File: src/rtl/mem_responder_pkg.sv
// Shared types and helpers for the memory responder: grant encoding,
// SRAM region decode and the default read value for unmapped addresses.
package mem_pkg;

    // What was granted in a cycle; registered to steer next-cycle rdy/data.
    typedef enum logic [2:0] {
        NONE         = 3'd0,
        INS          = 3'd1,
        DRD          = 3'd2,
        DRD_UNMAPPED = 3'd3,
        DWR          = 3'd4
    } grant_t;

    localparam logic [15:0] UNMAPPED_DEFAULT = 16'hEEEE;
    localparam logic [3:0]  SRAM_SEL_DEFAULT = 4'h0;

    // True when the top nibble of a 16-bit address selects the SRAM bank.
    function automatic logic in_sram(input logic [15:0] addr, input logic [3:0] sel);
        return (addr >> 12) == 16'(sel);
    endfunction

endpackage

File: src/rtl/mem_responder_if.sv
// Bundle of the cpu16 instruction/data ports, the debug write stream and
// the SRAM macro pins as seen by the memory responder.
interface mem_responder_if #(
    parameter int ADDR_W = 16,
    parameter int DATA_W = 16,
    parameter int MEM_AW = 8
);
    logic [ADDR_W-1:0] ins_rd_addr;
    logic              ins_rd_req;
    logic              ins_rd_rdy;
    logic [DATA_W-1:0] ins_rd_data;

    logic [ADDR_W-1:0] dat_rw_addr;
    logic [DATA_W-1:0] dat_wr_data;
    logic              dat_rd_req;
    logic              dat_wr_req;
    logic              dat_rd_rdy;
    logic              dat_wr_rdy;
    logic [DATA_W-1:0] dat_rd_data;

    logic              dbg_we;
    logic [ADDR_W-1:0] dbg_waddr;
    logic [DATA_W-1:0] dbg_wdata;

    logic [MEM_AW-1:0] mem_addr;
    logic [DATA_W-1:0] mem_wdata;
    logic              mem_we;
    logic              mem_re;
    logic [DATA_W-1:0] mem_rdata;

    // Responder side.
    modport slave (
        input  ins_rd_addr, ins_rd_req, dat_rw_addr, dat_wr_data, dat_rd_req,
               dat_wr_req, dbg_we, dbg_waddr, dbg_wdata, mem_rdata,
        output ins_rd_rdy, ins_rd_data, dat_rd_rdy, dat_wr_rdy, dat_rd_data,
               mem_addr, mem_wdata, mem_we, mem_re
    );

    // CPU / debug / SRAM side.
    modport master (
        output ins_rd_addr, ins_rd_req, dat_rw_addr, dat_wr_data, dat_rd_req,
               dat_wr_req, dbg_we, dbg_waddr, dbg_wdata, mem_rdata,
        input  ins_rd_rdy, ins_rd_data, dat_rd_rdy, dat_wr_rdy, dat_rd_data,
               mem_addr, mem_wdata, mem_we, mem_re
    );
endinterface

File: src/rtl/mem_responder_arb_pick.sv
// Combinational priority selector for the single SRAM port.
// Order: debug write, promoted instruction fetch, data write, data read,
// instruction fetch. Debug writes take the port but produce no grant.
module mem_arb_pick
    import mem_pkg::*;
(
    input  logic   i_ins_req,
    input  logic   i_drd_req,
    input  logic   i_dwr_req,
    input  logic   i_dbg_we,
    input  logic   i_starve,
    input  logic   i_dat_sram,
    input  logic   i_dbg_sram,
    output grant_t o_grant,
    output logic   o_mem_re,
    output logic   o_mem_we,
    output logic   o_dbg_sel
);

    // Pick at most one owner of the SRAM port this cycle.
    always_comb begin
        o_grant   = NONE;
        o_mem_re  = 1'b0;
        o_mem_we  = 1'b0;
        o_dbg_sel = 1'b0;
        if (i_dbg_we) begin
            o_dbg_sel = 1'b1;
            o_mem_we  = i_dbg_sram;
        end else if (i_ins_req && i_starve) begin
            o_grant  = INS;
            o_mem_re = 1'b1;
        end else if (i_dwr_req) begin
            o_grant  = DWR;
            o_mem_we = i_dat_sram;
        end else if (i_drd_req) begin
            if (i_dat_sram) begin
                o_grant  = DRD;
                o_mem_re = 1'b1;
            end else begin
                o_grant = DRD_UNMAPPED;
            end
        end else if (i_ins_req) begin
            o_grant  = INS;
            o_mem_re = 1'b1;
        end
    end

endmodule

File: src/rtl/mem_responder.sv
// Memory-side responder: arbitrates cpu16 instruction/data ports and the
// unstallable debug write stream onto one single-port SRAM bank, and
// returns rdy plus read data one cycle after each grant.
module mem_responder
    import mem_pkg::*;
#(
    parameter int                ADDR_W     = 16,
    parameter int                DATA_W     = 16,
    parameter int                MEM_AW     = 8,
    parameter logic [3:0]        SRAM_SEL   = SRAM_SEL_DEFAULT,
    parameter logic [DATA_W-1:0] UNMAPPED   = UNMAPPED_DEFAULT,
    parameter int                STARVE_MAX = 3
)(
    input  logic           clk,
    input  logic           reset_n,
    mem_responder_if.slave bus
);

    localparam int CNT_W = $clog2(STARVE_MAX + 1);

    grant_t             w_grant;
    logic               w_mem_re;
    logic               w_mem_we;
    logic               w_dbg_sel;
    logic               w_dat_sram;
    logic               w_dbg_sram;
    logic               w_starve;
    logic               w_dat_owner;

    grant_t             r_grant;
    logic [CNT_W-1:0]   r_starve;
    logic [DATA_W-1:0]  r_ins_data;
    logic [DATA_W-1:0]  r_dat_data;

    // Address bits between the SRAM word index and the region nibble carry
    // no meaning here; instruction fetches ignore the region entirely.
    logic w_unused_addr_bits;
    assign w_unused_addr_bits = ^{bus.ins_rd_addr[ADDR_W-1:MEM_AW],
                                  bus.dat_rw_addr[ADDR_W-5:MEM_AW],
                                  bus.dbg_waddr[ADDR_W-5:MEM_AW]};

    assign w_dat_sram = in_sram(bus.dat_rw_addr, SRAM_SEL);
    assign w_dbg_sram = in_sram(bus.dbg_waddr, SRAM_SEL);
    assign w_starve   = (r_starve == CNT_W'(STARVE_MAX));

    mem_arb_pick u_pick (
        .i_ins_req  (bus.ins_rd_req),
        .i_drd_req  (bus.dat_rd_req),
        .i_dwr_req  (bus.dat_wr_req),
        .i_dbg_we   (bus.dbg_we),
        .i_starve   (w_starve),
        .i_dat_sram (w_dat_sram),
        .i_dbg_sram (w_dbg_sram),
        .o_grant    (w_grant),
        .o_mem_re   (w_mem_re),
        .o_mem_we   (w_mem_we),
        .o_dbg_sel  (w_dbg_sel)
    );

    // The data port owns the SRAM pins for any data grant; otherwise the
    // instruction port is the default source when nothing is enabled.
    assign w_dat_owner = (w_grant == DWR) || (w_grant == DRD) || (w_grant == DRD_UNMAPPED);

    assign bus.mem_re    = w_mem_re;
    assign bus.mem_we    = w_mem_we;
    assign bus.mem_addr  = w_dbg_sel   ? bus.dbg_waddr[MEM_AW-1:0]   :
                           w_dat_owner ? bus.dat_rw_addr[MEM_AW-1:0] :
                                         bus.ins_rd_addr[MEM_AW-1:0];
    assign bus.mem_wdata = w_dbg_sel ? bus.dbg_wdata : bus.dat_wr_data;

    // Record this cycle's grant so the following cycle raises the right rdy.
    always_ff @(posedge clk or negedge reset_n) begin
        if (!reset_n) begin
            r_grant <= NONE;
        end else begin
            r_grant <= w_grant;
        end
    end

    // Count consecutive denied fetch cycles; saturate to promote the fetch.
    always_ff @(posedge clk or negedge reset_n) begin
        if (!reset_n) begin
            r_starve <= '0;
        end else if (bus.ins_rd_req && (w_grant != INS)) begin
            if (!w_starve) begin
                r_starve <= r_starve + CNT_W'(1);
            end
        end else begin
            r_starve <= '0;
        end
    end

    // Capture returned read data so it stays visible after the rdy cycle.
    always_ff @(posedge clk or negedge reset_n) begin
        if (!reset_n) begin
            r_ins_data <= '0;
            r_dat_data <= '0;
        end else begin
            if (r_grant == INS) begin
                r_ins_data <= bus.mem_rdata;
            end
            if (r_grant == DRD) begin
                r_dat_data <= bus.mem_rdata;
            end else if (r_grant == DRD_UNMAPPED) begin
                r_dat_data <= UNMAPPED;
            end
        end
    end

    assign bus.ins_rd_rdy  = (r_grant == INS);
    assign bus.dat_wr_rdy  = (r_grant == DWR);
    assign bus.dat_rd_rdy  = (r_grant == DRD) || (r_grant == DRD_UNMAPPED);

    assign bus.ins_rd_data = (r_grant == INS)          ? bus.mem_rdata : r_ins_data;
    assign bus.dat_rd_data = (r_grant == DRD)          ? bus.mem_rdata :
                             (r_grant == DRD_UNMAPPED) ? UNMAPPED      : r_dat_data;

endmodule

File: src/flat_wrapper.sv
// flat-port wrapper written by rule: the top's interface ports become plain ports
module mem_responder_flat import mem_pkg::*;
#(
    parameter int                ADDR_W     = 16,
    parameter int                DATA_W     = 16,
    parameter int                MEM_AW     = 8,
    parameter logic [3:0]        SRAM_SEL   = SRAM_SEL_DEFAULT,
    parameter logic [DATA_W-1:0] UNMAPPED   = UNMAPPED_DEFAULT,
    parameter int                STARVE_MAX = 3
)
  (clk, reset_n, bus_ins_rd_addr, bus_ins_rd_req, bus_dat_rw_addr, bus_dat_wr_data, bus_dat_rd_req, bus_dat_wr_req, bus_dbg_we, bus_dbg_waddr, bus_dbg_wdata, bus_mem_rdata, bus_ins_rd_rdy, bus_ins_rd_data, bus_dat_rd_rdy, bus_dat_wr_rdy, bus_dat_rd_data, bus_mem_addr, bus_mem_wdata, bus_mem_we, bus_mem_re);
  mem_responder_if #(.ADDR_W(ADDR_W), .DATA_W(DATA_W), .MEM_AW(MEM_AW)) bus_i ();
  input  logic clk;
  input  logic reset_n;
  input wire logic [$bits(bus_i.ins_rd_addr)-1:0] bus_ins_rd_addr;
  input wire logic [$bits(bus_i.ins_rd_req)-1:0] bus_ins_rd_req;
  input wire logic [$bits(bus_i.dat_rw_addr)-1:0] bus_dat_rw_addr;
  input wire logic [$bits(bus_i.dat_wr_data)-1:0] bus_dat_wr_data;
  input wire logic [$bits(bus_i.dat_rd_req)-1:0] bus_dat_rd_req;
  input wire logic [$bits(bus_i.dat_wr_req)-1:0] bus_dat_wr_req;
  input wire logic [$bits(bus_i.dbg_we)-1:0] bus_dbg_we;
  input wire logic [$bits(bus_i.dbg_waddr)-1:0] bus_dbg_waddr;
  input wire logic [$bits(bus_i.dbg_wdata)-1:0] bus_dbg_wdata;
  input wire logic [$bits(bus_i.mem_rdata)-1:0] bus_mem_rdata;
  output wire logic [$bits(bus_i.ins_rd_rdy)-1:0] bus_ins_rd_rdy;
  output wire logic [$bits(bus_i.ins_rd_data)-1:0] bus_ins_rd_data;
  output wire logic [$bits(bus_i.dat_rd_rdy)-1:0] bus_dat_rd_rdy;
  output wire logic [$bits(bus_i.dat_wr_rdy)-1:0] bus_dat_wr_rdy;
  output wire logic [$bits(bus_i.dat_rd_data)-1:0] bus_dat_rd_data;
  output wire logic [$bits(bus_i.mem_addr)-1:0] bus_mem_addr;
  output wire logic [$bits(bus_i.mem_wdata)-1:0] bus_mem_wdata;
  output wire logic [$bits(bus_i.mem_we)-1:0] bus_mem_we;
  output wire logic [$bits(bus_i.mem_re)-1:0] bus_mem_re;
  assign bus_i.ins_rd_addr = bus_ins_rd_addr;
  assign bus_i.ins_rd_req = bus_ins_rd_req;
  assign bus_i.dat_rw_addr = bus_dat_rw_addr;
  assign bus_i.dat_wr_data = bus_dat_wr_data;
  assign bus_i.dat_rd_req = bus_dat_rd_req;
  assign bus_i.dat_wr_req = bus_dat_wr_req;
  assign bus_i.dbg_we = bus_dbg_we;
  assign bus_i.dbg_waddr = bus_dbg_waddr;
  assign bus_i.dbg_wdata = bus_dbg_wdata;
  assign bus_i.mem_rdata = bus_mem_rdata;
  assign bus_ins_rd_rdy = bus_i.ins_rd_rdy;
  assign bus_ins_rd_data = bus_i.ins_rd_data;
  assign bus_dat_rd_rdy = bus_i.dat_rd_rdy;
  assign bus_dat_wr_rdy = bus_i.dat_wr_rdy;
  assign bus_dat_rd_data = bus_i.dat_rd_data;
  assign bus_mem_addr = bus_i.mem_addr;
  assign bus_mem_wdata = bus_i.mem_wdata;
  assign bus_mem_we = bus_i.mem_we;
  assign bus_mem_re = bus_i.mem_re;
  mem_responder #(.ADDR_W(ADDR_W), .DATA_W(DATA_W), .MEM_AW(MEM_AW), .SRAM_SEL(SRAM_SEL), .UNMAPPED(UNMAPPED), .STARVE_MAX(STARVE_MAX)) u_core (.clk(clk), .reset_n(reset_n), .bus(bus_i));
endmodule
File: config.mk
export PLATFORM = sky130hd
export DESIGN_NAME = mem_responder_flat
export DESIGN_NICKNAME = d
export VERILOG_FILES = /design/src/rtl/mem_responder_pkg.sv /design/src/rtl/mem_responder_if.sv /design/src/rtl/mem_responder_arb_pick.sv /design/src/rtl/mem_responder.sv /design/src/flat_wrapper.sv
export SDC_FILE = /design/constraint.sdc
export NUM_CORES = 1
export LEC_CHECK = 0
export CAP_MARGIN = 10
export CORE_ASPECT_RATIO = 1.4
export CORE_UTILIZATION = 35
export DETAILED_ROUTE_END_ITERATION = 8
export MAX_ROUTING_LAYER = met4
export PLACE_DENSITY_LB_ADDON = 0.08
export SLEW_MARGIN = 10
export SYNTH_ARGS = -nofsm -noshare
export SYNTH_HDL_FRONTEND = slang
export SYNTH_SLANG_ARGS = --single-unit
File: constraint.sdc
create_clock -name clk -period 2.4 [get_ports clk]
set_input_delay 0.48 -clock clk [delete_from_list [all_inputs] [get_ports clk]]
set_output_delay 0.48 -clock clk [all_outputs]
set_load 0.02 [all_outputs]
# Word-level counts from Yosys, hierarchy flattened
# Index checks and enable logic that the tools add are counted.
[totals]
wordCells = 46
romBits = 0
memories = 0
register_bits = 37
inputBits = 102
ramBits = 0
latch_bits = 0
[classes]
eq_ne = 10
n_lt_le_gt_ge = 0
n_bitwise = 0
shift = 0
multipliers = 0
n_div = 0
reduce_logical = 7
add_sub_neg = 1
muxes = 24
[ops]
columns = ["operator", "n"]
rows = [
  ["two-way mux 16 bit", 4],
  ["zero test 16 bit", 2],
  ["two-way mux 8 bit", 2],
  ["equality test 3 x 2 -> 1 bit (second input constant)", 4],
  ["two-way mux 1 bit", 12],
  ["two-way mux 3 bit", 4],
  ["equality test 3 bit (second input constant)", 2],
  ["two-way mux 2 bit", 2],
  ["equality test 3 x 1 -> 1 bit (second input constant)", 1],
  ["logical OR 1 bit", 3],
  ["inequality test 3 x 1 -> 1 bit (second input constant)", 1],
  ["adder 2 x 1 -> 2 bit (second input constant)", 1],
  ["equality test 2 bit (second input constant)", 1],
  ["logical AND 1 bit", 2],
  ["inequality test 2 bit (second input constant)", 1],
]

# Depth between registers and ports, before layout
# Gate-level depths: netlist of run 1.
[depth]
depth_word = 11
ltp_mapped = 5
depth_no_buf = 4

# Cells and area by module
# From an unflattened synthesis of run 1, not the netlist that was laid out.
[unflattened]
hier_cells = 191
area_unflattened_um2 = 2001.9
[by_module_without_submodules]
columns = ["mod", "instances", "cells_each", "area_per_inst_um2"]
rows = [
  ["mem_responder", 1, 178, 1906.8],
  ["mem_arb_pick", 1, 13, 95.1],
]

# Worst setup path before layout of run 1
# OpenSTA, ideal clock, no wires.
[synth_timing]
path_kind = "reg2out"
from = "register u_core.r_starve[0]"
to = "output bus_mem_addr[0]"
setup_slack_ns = 0.424
n_path_buf = 1
arrival_time_ns = 1.496
path_stages_with_launch = 6
t_required_ns = 1.920
path_cell_list = "dfrtp_1 > ha_1 > buf_2 > a21oi_2 > a31oi_1 > a21oi_1"
[synth_via]
elab_chain_len = 9
[synth_lines]
columns = ["element", "line", "text"]
rows = [
  ["start, declared", "mem_responder.sv:31", "logic [CNT_W-1:0] r_starve;"],
  ["start signal, assigned", "mem_responder.sv:86", "r_starve <= r_starve + CNT_W'(1);"],
  ["equality test 2 bit *", "mem_responder.sv:44", "assign w_starve = (r_starve == CNT_W'(STARVE_MAX));"],
  ["logical AND 1 bit *", "mem_responder_arb_pick.sv:29", "end else if (i_ins_req && i_starve) begin"],
  ["two-way mux 3 bit *", "mem_responder_arb_pick.sv:29", ""],
  ["two-way mux 3 bit *", "mem_responder_arb_pick.sv:26", "if (i_dbg_we) begin"],
  ["equality test 3 bit or equality test 3 x 2 -> 1 bit (tied branches)", "mem_responder.sv:62", "assign w_dat_owner = (w_grant == DWR) || (w_grant == DRD) || (w_grant == DRD_UNMAPPED);"],
  ["logical OR 1 bit", "mem_responder.sv:62", ""],
  ["logical OR 1 bit *", "mem_responder.sv:62", ""],
  ["two-way mux 8 bit *", "mem_responder.sv:67", "w_dat_owner ? bus.dat_rw_addr[MEM_AW-1:0] :"],
  ["two-way mux 8 bit *", "mem_responder.sv:66", "assign bus.mem_addr = w_dbg_sel ? bus.dbg_waddr[MEM_AW-1:0] :"],
  ["end, declared", "flat_wrapper.sv:30", "output wire logic [$bits(bus_i.mem_addr)-1:0] bus_mem_addr;"],
]
# Every way passes the cells marked *; elsewhere a longest branch is shown, timed or not.

# Worst setup path after layout of run 1
[layout_timing]
from = "register u_core.r_grant[2]"
to = "output bus_ins_rd_data[8]"
[layout_via]
elab_chain_len = 2
[layout_lines]
columns = ["element", "line", "text"]
rows = [
  ["start, declared", "mem_responder.sv:30", "grant_t r_grant;"],
  ["start signal, assigned", "mem_responder.sv:76", "r_grant <= w_grant;"],
  ["equality test 3 x 1 -> 1 bit", "mem_responder.sv:114", "assign bus.ins_rd_data = (r_grant == INS) ? bus.mem_rdata : r_ins_data;"],
  ["two-way mux 16 bit", "n/a", ""],
  ["end, declared", "flat_wrapper.sv:26", "output wire logic [$bits(bus_i.ins_rd_data)-1:0] bus_ins_rd_data;"],
]
# No other way between the ends.

==> impl_metrics.env, run 1 <==
export IMPL_fp_coreArea_um2=5490
export IMPL_hold_viol_final=0
export IMPL_layout_nets=450
export IMPL_synth_cell_types=30
export IMPL_synthesis_nets=291
export IMPL_holdBufCountCts=0
export IMPL_cts_num_sinks=37
export IMPL_grt_max_degree=38
export IMPL_power_density_nw_per_um2=624
export IMPL_firstDrtPassIters=4
export IMPL_fin_ws_ns=0.0970
export IMPL_cp_required_ns=1.92
export IMPL_grt_ovfl_total=0
export IMPL_synth_common_cells="dfrtp_1 (37), o21ai_0 (25), mux2_2 (24)"
export IMPL_period_share=0.960
export IMPL_grt_pass1_vias=2093
export IMPL_p_leak_uw=0.00163
export IMPL_yosys_top_cells_area="dfrtp_1 (47%), mux2_2 (14%), mux2_4 (6.9%), o21ai_0 (6.3%), nand2_1 (3.2%)"
export IMPL_hold_class="primary input to asynchronous set/reset pin"
export IMPL_synth_edff_count=0
export IMPL_end_kind="output pin"
export IMPL_syn_avg_cell_area_um2=10.5
export IMPL_antenna_cells=0
export IMPL_drv_cap=0
export IMPL_core_rowCount=32
export IMPL_area_growth_pct=82.3
export IMPL_cts_buffers_inserted=5
export IMPL_slew_limit_headroom=0.476
export IMPL_yosysSeqAreaShare=0.470
export IMPL_drt_iter0_markers=58
export IMPL_clkTransAtPathRegs_ns=0.06
export IMPL_clock_latency_ns=0.28
export IMPL_cts_root_buf="clkbuf_8"
export IMPL_viasPerCell=4.83
export IMPL_status="complete, no violations"
export IMPL_routabilityCongestion=0.737
export IMPL_syn_inst=188
export IMPL_fin_skew_ns=0.00367
export IMPL_initial_core_util=0.359
export IMPL_globalRouteTotalUtil=0.208
export IMPL_io_pins=163
export IMPL_criticalPathCategory="register to output pin"
export IMPL_async_flop_share=1.00
export IMPL_die_area_um2=5940
export IMPL_worstMarginPinSlew_ns=0.786
export IMPL_cts_buffer_depth=2
export IMPL_yosysMostFrequentCell="dfrtp_1"
export IMPL_synth_largest_area_cell="dfrtp_1"
export IMPL_synth_ff_type="dfrtp_1"
export IMPL_h_tree_depth=2
export IMPL_min_period_ns=2.30
export IMPL_slew_violations=0
export IMPL_post_place_ws_ns=-0.361
export IMPL_via_count=2010
export IMPL_synth_top_area_frac=0.470
export IMPL_antenna_found_initial=0
export IMPL_portBuffers=146
export IMPL_max_freq_mhz=434
export IMPL_cp_max_fo=5
export IMPL_reg2reg_slack_ns=0.95
export IMPL_grt_pass1_wl_um=9370
export IMPL_wl_per_cell_um=13.6
export IMPL_final_util=0.655
export IMPL_dp_hpwl_um=4570
export IMPL_critPathArrivalTime_ns=1.82
export IMPL_drive_gt1_frac=0.216
export IMPL_setup_violations=0
export IMPL_syn_cell_area_um2=1970
export IMPL_cts_tree="yes"
export IMPL_drtAntennaViolNets=0
export IMPL_synth_seq_cells=37
export IMPL_yosys_warnings=0
export IMPL_worstSetupStartpointType="register"
export IMPL_drcViolationCount=0
export IMPL_die_w_um=65.4
export IMPL_fp_dieH_um=90.8
export IMPL_routed_wirelength_um=5670
export IMPL_vdd_ir_drop_max_mv=0.235
==> logic make-up after synthesis <==
| kind of cell | after synthesis | share of synthesized area |
|---|---|---|
| AOI/OAI and AO/OA | 48 | 0.135 |
| adders and majority gates | 1 | 0.00634 |
| xor gates and xnor gates | 1 | 0.00444 |
| and+or+nand+nor | 54 | 0.143 |
| DFF | 37 | 0.470 |
| muxes | 33 | 0.206 |
| buffers and inverters | 14 | 0.0362 |
==> metrics by stage <==
stage	cell area, um^2	TNS, ns	hold slack [ns]	total power (uW)	std cells
2_1_floorplan	1970	0	0.184	1350	188
3_3_place_gp	3580	-8.14	0.475	1910	408
3_5_place_dp	3580	-8.41	0.478	1930	408
4_1_cts	3630	0	0.309	2270	416
5_1_grt	3590	-0.00521	0.337	2370	416
6_report	3590	0	0.281	2240	416
==> final timing paths <==
path                                       from              endpoint  cells after the start
min in group clk           u_core.r_dat_data[0]  u_core.r_dat_data[0]                      2
hold reg to reg            u_core.r_dat_data[0]  u_core.r_dat_data[0]                      2
max in group asynchronous               reset_n  u_core.r_dat_data[0]                      1
setup reg to reg             u_core.r_starve[0]    u_core.r_starve[1]                      5
hold / removal                          reset_n  u_core.r_ins_data[2]                      1
setup / recovery              u_core.r_grant[2]    bus_ins_rd_data[8]                      4
==> per-layer routing <==
metal	vias up	routed length (um)	GRT usage
met5	-	0	-
met4	0	56	0.0598
met3	4	473	0.0530
met2	97	2910	0.354
met1	935	2230	0.237
li1	974	-	-
==> critical path: stages (launching register included) <==
cell	delay [ns]
dfrtp_1	0.41
nor3b_4	0.25
buf_4	0.20
mux2_2	0.36
dlygate4sd2_1	0.32
==> layout by cell type (no fill, tap or decap), types with 2 or more instances in the layout <==
cell	n
inv_1	2
nand2b_1	5
clkbuf_8	7
clkdlybuf4s50_1	89
a31oi_1	8
a21oi_1	10
nor2b_1	9
dfrtp_1	37
nor3b_1	2
clkbuf_2	10
o21ai_0	24
buf_4	16
nor2_1	13
mux2_4	9
dlygate4sd2_1	45
nor4_1	2
mux2_2	24
nand2_1	17
==> registers in the layout (all words and copies together) (netlist names) <==
signal	count
u_core.r_dat_data	16
u_core.r_grant	3
u_core.r_ins_data	16
u_core.r_starve	2
==> final cells by class <==
type | instances | area, um^2
Fill cell | 481 | 1890
Timing Repair Buffer | 164 | 1500
Multi-Input combinational cell | 137 | 978
Sequential cell | 37 | 926
Clock buffer | 7 | 96.3
Tap cell | 68 | 85.1
Inverter | 2 | 7.51
Clock inverter | 1 | 5.00
==> report_power, final <==
part	switching (uW)	internal [uW]
combinational	494	479
clock	198	259
sequential	43.2	769
==> timing repair <==
item | 4_1_cts | 5_1_grt
endpoints found under the setup margin | 58 | 14
buffers inserted | 0 | 0
gates resized for setup | 60 | 23
Note: power is estimated with default switching activity, not from simulation.
==> inputs of run 2 (changes only) <==
- CORE_AREA: unset -> 2 2 63 65
- CORE_ASPECT_RATIO: 1.4 -> unset
- CORE_UTILIZATION: 35 -> unset
- DIE_AREA: unset -> 0 0 65 67
- DONT_BUFFER_PORTS: unset -> 1
==> run 2 against run 1 <==
Cell count shrank 38%. Flip-flop and latch count stayed put. Die area decreased by 27%. Clock power fell by 13%. Total power decreased by 14%. Largest cell class is now multi-input gates. Largest power group is now registers.
==> impl_metrics.env, run 2 (synthesized netlist as in run 1, its figures left out) <==
export IMPL_area_growth_pct=15.7
export IMPL_clock_latency_ns=0.29
export IMPL_viasPerCell=5.75
export IMPL_cts_num_sinks=37
export IMPL_setup_violations=0
export IMPL_critPathBufInv=1
export IMPL_die_area_um2=4360
export IMPL_crit_family="compound AO/OA/AOI/OAI gates"
export IMPL_via_count=1484
export IMPL_crit_chain="ha_1 -> a21oi_4 -> a31oi_1 -> a21oi_1 -> buf_4"
export IMPL_clkTransAtPathRegs_ns=0.06
export IMPL_power_density_nw_per_um2=849
export IMPL_fin_tns_setup_ns=0
export IMPL_layout_nets=312
export IMPL_firstDrtPassIters=4
export IMPL_vdd_ir_drop_max_mv=0.263
export IMPL_end_kind="output pin"
export IMPL_cts_buffers_inserted=5
export IMPL_final_common_cell="dfrtp_1"
export IMPL_antenna_cells=0
export IMPL_max_freq_mhz=439
export IMPL_fp_dieH_um=67
export IMPL_portBuffers=0
export IMPL_cp_required_ns=1.92
export IMPL_drive_gt1_frac=0.348
export IMPL_drtAntennaViolNets=0
export IMPL_post_cts_setup_buffers=0
export IMPL_reg2reg_slack_ns=0.79
export IMPL_clock_power_share=0.206
export IMPL_cts_tree="yes"
export IMPL_wl_per_cell_um=20.2
export IMPL_fp_coreArea_um2=3610
export IMPL_antenna_found_initial=0
export IMPL_routabilityCongestion=0.847
export IMPL_core_rowCount=22
export IMPL_slew_limit_headroom=0.659
export IMPL_initial_core_util=0.547
export IMPL_p_int_uw=1250
export IMPL_cts_root_buf="clkbuf_8"
export IMPL_min_period_ns=2.28
export IMPL_fillers=303
export IMPL_critPathMaxStageDelay_ns=0.40
export IMPL_period_share=0.950
export IMPL_routed_wirelength_um=5210
export IMPL_reg_largest_list="u_core.r_dat_data: 16 flops, u_core.r_ins_data: 16 flops, u_core.r_grant: 3 flops"
export IMPL_h_tree_depth=2
export IMPL_comb_power_share=0.372
export IMPL_grt_ovfl_total=0
export IMPL_final_cell_mix="dfrtp_1 (37), o21ai_0 (25), buf_4 (25)"
export IMPL_worstMarginPinSlew_ns=0.510
export IMPL_drv_cap=0
export IMPL_seqCellArea_um2=926
export IMPL_status="complete, no violations"
export IMPL_grt_pass1_wl_um=7550
export IMPL_die_w_um=65
export IMPL_seq_power_share=0.422
export IMPL_globalRouteTotalUtil=0.248
export IMPL_worstSetupStartpointType="register"
export IMPL_drt_iter0_markers=83
export IMPL_slowest_stage="dfrtp_1"
export IMPL_rsz0062_at_grt="no"
export IMPL_grt_pass1_vias=1543
export IMPL_swShare=0.356
export IMPL_p_switching_uw=689
export IMPL_hold_class="primary input to asynchronous set/reset pin"
export IMPL_hold_viol_final=0
export IMPL_grt_max_degree=40
export IMPL_critPathArrivalTime_ns=1.80
export IMPL_holdWs_ns=0.0269
export IMPL_multi_input_area_um2=1000
export IMPL_p_leak_uw=0.00101
export IMPL_drcViolationCount=0
export IMPL_slew_violations=0
export IMPL_fin_skew_ns=0.00289
export IMPL_cts_buffer_depth=2
export IMPL_io_pins=163
export IMPL_dp_hpwl_um=4100
export IMPL_criticalPathCategory="register to output pin"
export IMPL_cp_max_fo=9
-- run 2: cell count changes in the layout (fill, tap and decap cells not counted), sizes merged --
cell,previous run,this run
clkdlybuf4s50,89,0
dlygate4sd2,45,0
clkbuf,17,8
buf,19,26
clkdlybuf4s15,1,0
clkinv,1,0
-- run 2: final cells by class --
cell class / count / share of cell area
Multi-Input combinational cell: 137 / 0.439
Timing Repair Buffer: 26 / 0.0910
Inverter: 2 / 0.00329
Clock buffer: 8 / 0.0351
Sequential cell: 37 / 0.406
Tap cell: 48 / 0.0263
-- run 2: per-layer routing --
layer | track usage | share of wire
met1 | 0.251 | 0.35
met2 | 0.455 | 0.56
met3 | 0.0726 | 0.078
met4 | 0.0878 | 0.018
met5 | - | 0
-- run 2: final timing paths --
check,from,endpoint,depth (start not counted)
setup reg to reg,u_core.r_grant[2],u_core.r_ins_data[8],3
min in group clk,bus_dat_wr_req,u_core.r_grant[1],1
setup / recovery,u_core.r_starve[0],bus_mem_addr[0],5
hold reg to reg,u_core.r_dat_data[8],u_core.r_dat_data[8],2
max in group asynchronous,reset_n,u_core.r_ins_data[9],1
hold / removal,reset_n,u_core.r_ins_data[1],1
-- run 2: per-stage QoR --
step                worst slack, ns  power, uW  instance area, um^2  utilization  cells
finish                        0.120       1940                 2280        0.633    258
global route                 0.0232       2040                 2280        0.633    258
CTS                          0.0193       1960                 2270        0.631    258
detailed placement            0.263       1530                 2160        0.598    249
global placement              0.311       1500                 2160        0.598    249
floorplan                     0.424       1350                 1970            -    188
-- run 2: power by group through the flow --
stage | Combinational (uW) | Sequential (uW) | Clock, uW
final | 721 | 818 | 399
after global routing | 767 | 830 | 440
after global placement | 684 | 816 | 0
after detailed placement | 704 | 828 | 0
after CTS | 728 | 817 | 416
after floorplan | 539 | 810 | 0
-- run 2: what timing repair did --
item                       in CTS  in global routing
hold endpoints to repair       37                  0
setup endpoints to repair       5                  9
hold buffers                    1                  0
resized for setup               5                  1
==> inputs of run 3 (changes only) <==
- CTS_BUF_LIST: unset -> sky130_fd_sc_hd__clkbuf_8
==> run 3 against run 2 <==
Flip-flop and latch count stayed put. Sequential power hardly changed. Sequential share of layout area stayed put. Routed wire length is 0.61% lower. Design area stayed put. Combinational power hardly changed. Total power is 0.62% lower. First-iteration DRC count is 1.2% higher. Via count is 1.1% lower. Critical path depth stayed put. Largest power group unchanged.
==> impl_metrics.env, run 3 (synthesized netlist as in run 1, its figures left out) <==
export IMPL_fp_coreArea_um2=3610
export IMPL_hold_viol_final=0
export IMPL_criticalPathCategory="register to output pin"
export IMPL_max_freq_mhz=438
export IMPL_via_count=1468
export IMPL_fin_tns_setup_ns=0
export IMPL_final_util=0.633
export IMPL_rsz0062_at_grt="no"
export IMPL_power_density_nw_per_um2=844
export IMPL_slew_violations=0
export IMPL_vdd_ir_drop_max_mv=0.266
export IMPL_worstSetupStartpointType="register"
export IMPL_p_leak_uw=0.00102
export IMPL_globalRouteTotalUtil=0.246
export IMPL_portBuffers=0
export IMPL_firstDrtPassIters=4
export IMPL_die_area_um2=4360
export IMPL_routed_wirelength_um=5180
export IMPL_final_cell_mix="dfrtp_1 (37), o21ai_0 (25), buf_4 (25)"
export IMPL_grt_max_degree=40
export IMPL_cts_buffer_depth=2
export IMPL_end_kind="output pin"
export IMPL_cts_buffers_inserted=5
export IMPL_layout_nets=312
export IMPL_clock_latency_ns=0.29
export IMPL_die_w_um=65
export IMPL_drt_iter0_markers=84
export IMPL_cp_required_ns=1.92
export IMPL_antenna_cells=0
export IMPL_reg_largest_list="u_core.r_dat_data: 16 flops, u_core.r_ins_data: 16 flops, u_core.r_grant: 3 flops"
export IMPL_drcViolationCount=0
export IMPL_slew_limit_headroom=0.659
export IMPL_seq_power_share=0.425
export IMPL_period_share=0.950
export IMPL_area_growth_pct=15.7
export IMPL_holdWs_ns=0.0231
export IMPL_fin_skew_ns=0.00241
export IMPL_antenna_found_initial=0
export IMPL_final_common_cell="dfrtp_1"
export IMPL_grt_pass1_wl_um=7520
export IMPL_min_period_ns=2.28
export IMPL_hold_class="primary input to asynchronous set/reset pin"
export IMPL_io_pins=163
export IMPL_grt_ovfl_total=0
export IMPL_viasPerCell=5.69
export IMPL_initial_core_util=0.547
export IMPL_total_power_uw=1930
export IMPL_core_rowCount=22
export IMPL_fp_dieH_um=67
export IMPL_cts_root_buf="clkbuf_8"
export IMPL_drtAntennaViolNets=0
export IMPL_p_switching_uw=690
export IMPL_worstMarginPinSlew_ns=0.509
export IMPL_drive_gt1_frac=0.348
export IMPL_clkTransAtPathRegs_ns=0.06
export IMPL_swShare=0.358
export IMPL_cp_max_fo=9
export IMPL_wl_per_cell_um=20.1
export IMPL_critPathArrivalTime_ns=1.80
export IMPL_fillers=306
export IMPL_cts_num_sinks=37
export IMPL_reg2reg_slack_ns=0.79
export IMPL_routabilityCongestion=0.847
export IMPL_drv_cap=0
export IMPL_setup_violations=0
export IMPL_status="complete, no violations"
export IMPL_grt_pass1_vias=1536
export IMPL_comb_power_share=0.373
export IMPL_dp_hpwl_um=4100
export IMPL_h_tree_depth=2
export IMPL_p_int_uw=1240
export IMPL_cts_tree="yes"
export IMPL_clock_power_share=0.202
-- run 3: power groups by stage --
stage / clock network [uW] / logic [uW] / registers, uW
after detailed placement: 0 / 704 / 828
after global routing: 429 / 766 / 830
after floorplan: 0 / 539 / 810
after global placement: 0 / 684 / 816
after CTS: 404 / 728 / 817
final: 390 / 718 / 817
-- run 3: worst max-delay path: stages (launching register included) --
cell     delay (ns)
dfrtp_1        0.38
ha_1           0.36
a21o_1         0.30
o21ai_0        0.13
a21oi_1        0.17
buf_4          0.18
-- run 3: worst paths after layout --
kind                                           start               endpoint  depth (start not counted)
worst max-delay path              u_core.r_starve[0]        bus_mem_addr[0]                          5
worst min-delay path                         reset_n  u_core.r_dat_data[12]                          1
worst max register to register     u_core.r_grant[2]   u_core.r_ins_data[8]                          3
worst min register to register  u_core.r_dat_data[8]   u_core.r_dat_data[8]                          2
max in group asynchronous                    reset_n   u_core.r_ins_data[7]                          1
min in group clk                      bus_dat_wr_req      u_core.r_grant[1]                          1
-- run 3: final cells by class --
| class | count | area (um^2) | area share |
|---|---|---|---|
| clock buffers | 5 | 68.8 | 0.0302 |
| clock inverters | 3 | 11.3 | 0.00493 |
| inverters | 2 | 7.51 | 0.00329 |
| multi-input cells | 137 | 1000 | 0.439 |
| flip-flops and latches | 37 | 926 | 0.406 |
| well taps | 48 | 60.1 | 0.0263 |
| repair buffers | 26 | 208 | 0.0910 |
-- run 3: per-layer routing --
metal	part of all wire	vias up	GRT usage
met1	0.36	687	0.248
li1	-	696	-
met5	0	-	-
met3	0.076	8	0.0726
met2	0.55	77	0.454
met4	0.016	0	0.0878
-- run 3: per-stage QoR --
step           setup slack, ns  std cells  instance area [um^2]
6_report                 0.119        258                  2280
5_1_grt                 0.0230        258                  2280
4_1_cts                 0.0185        258                  2270
3_5_place_dp             0.263        249                  2160
3_3_place_gp             0.311        249                  2160
2_1_floorplan            0.424        188                  1970
-- run 3: what timing repair did --
| action | 4_1_cts | 5_1_grt |
|---|---|---|
| hold buffers | 1 | 0 |
| pin swaps | 0 | 0 |
| gates resized for setup | 5 | 1 |
| endpoints found under the hold margin | 37 | 0 |
| setup endpoints to repair | 5 | 9 |
| buffers inserted | 0 | 0 |
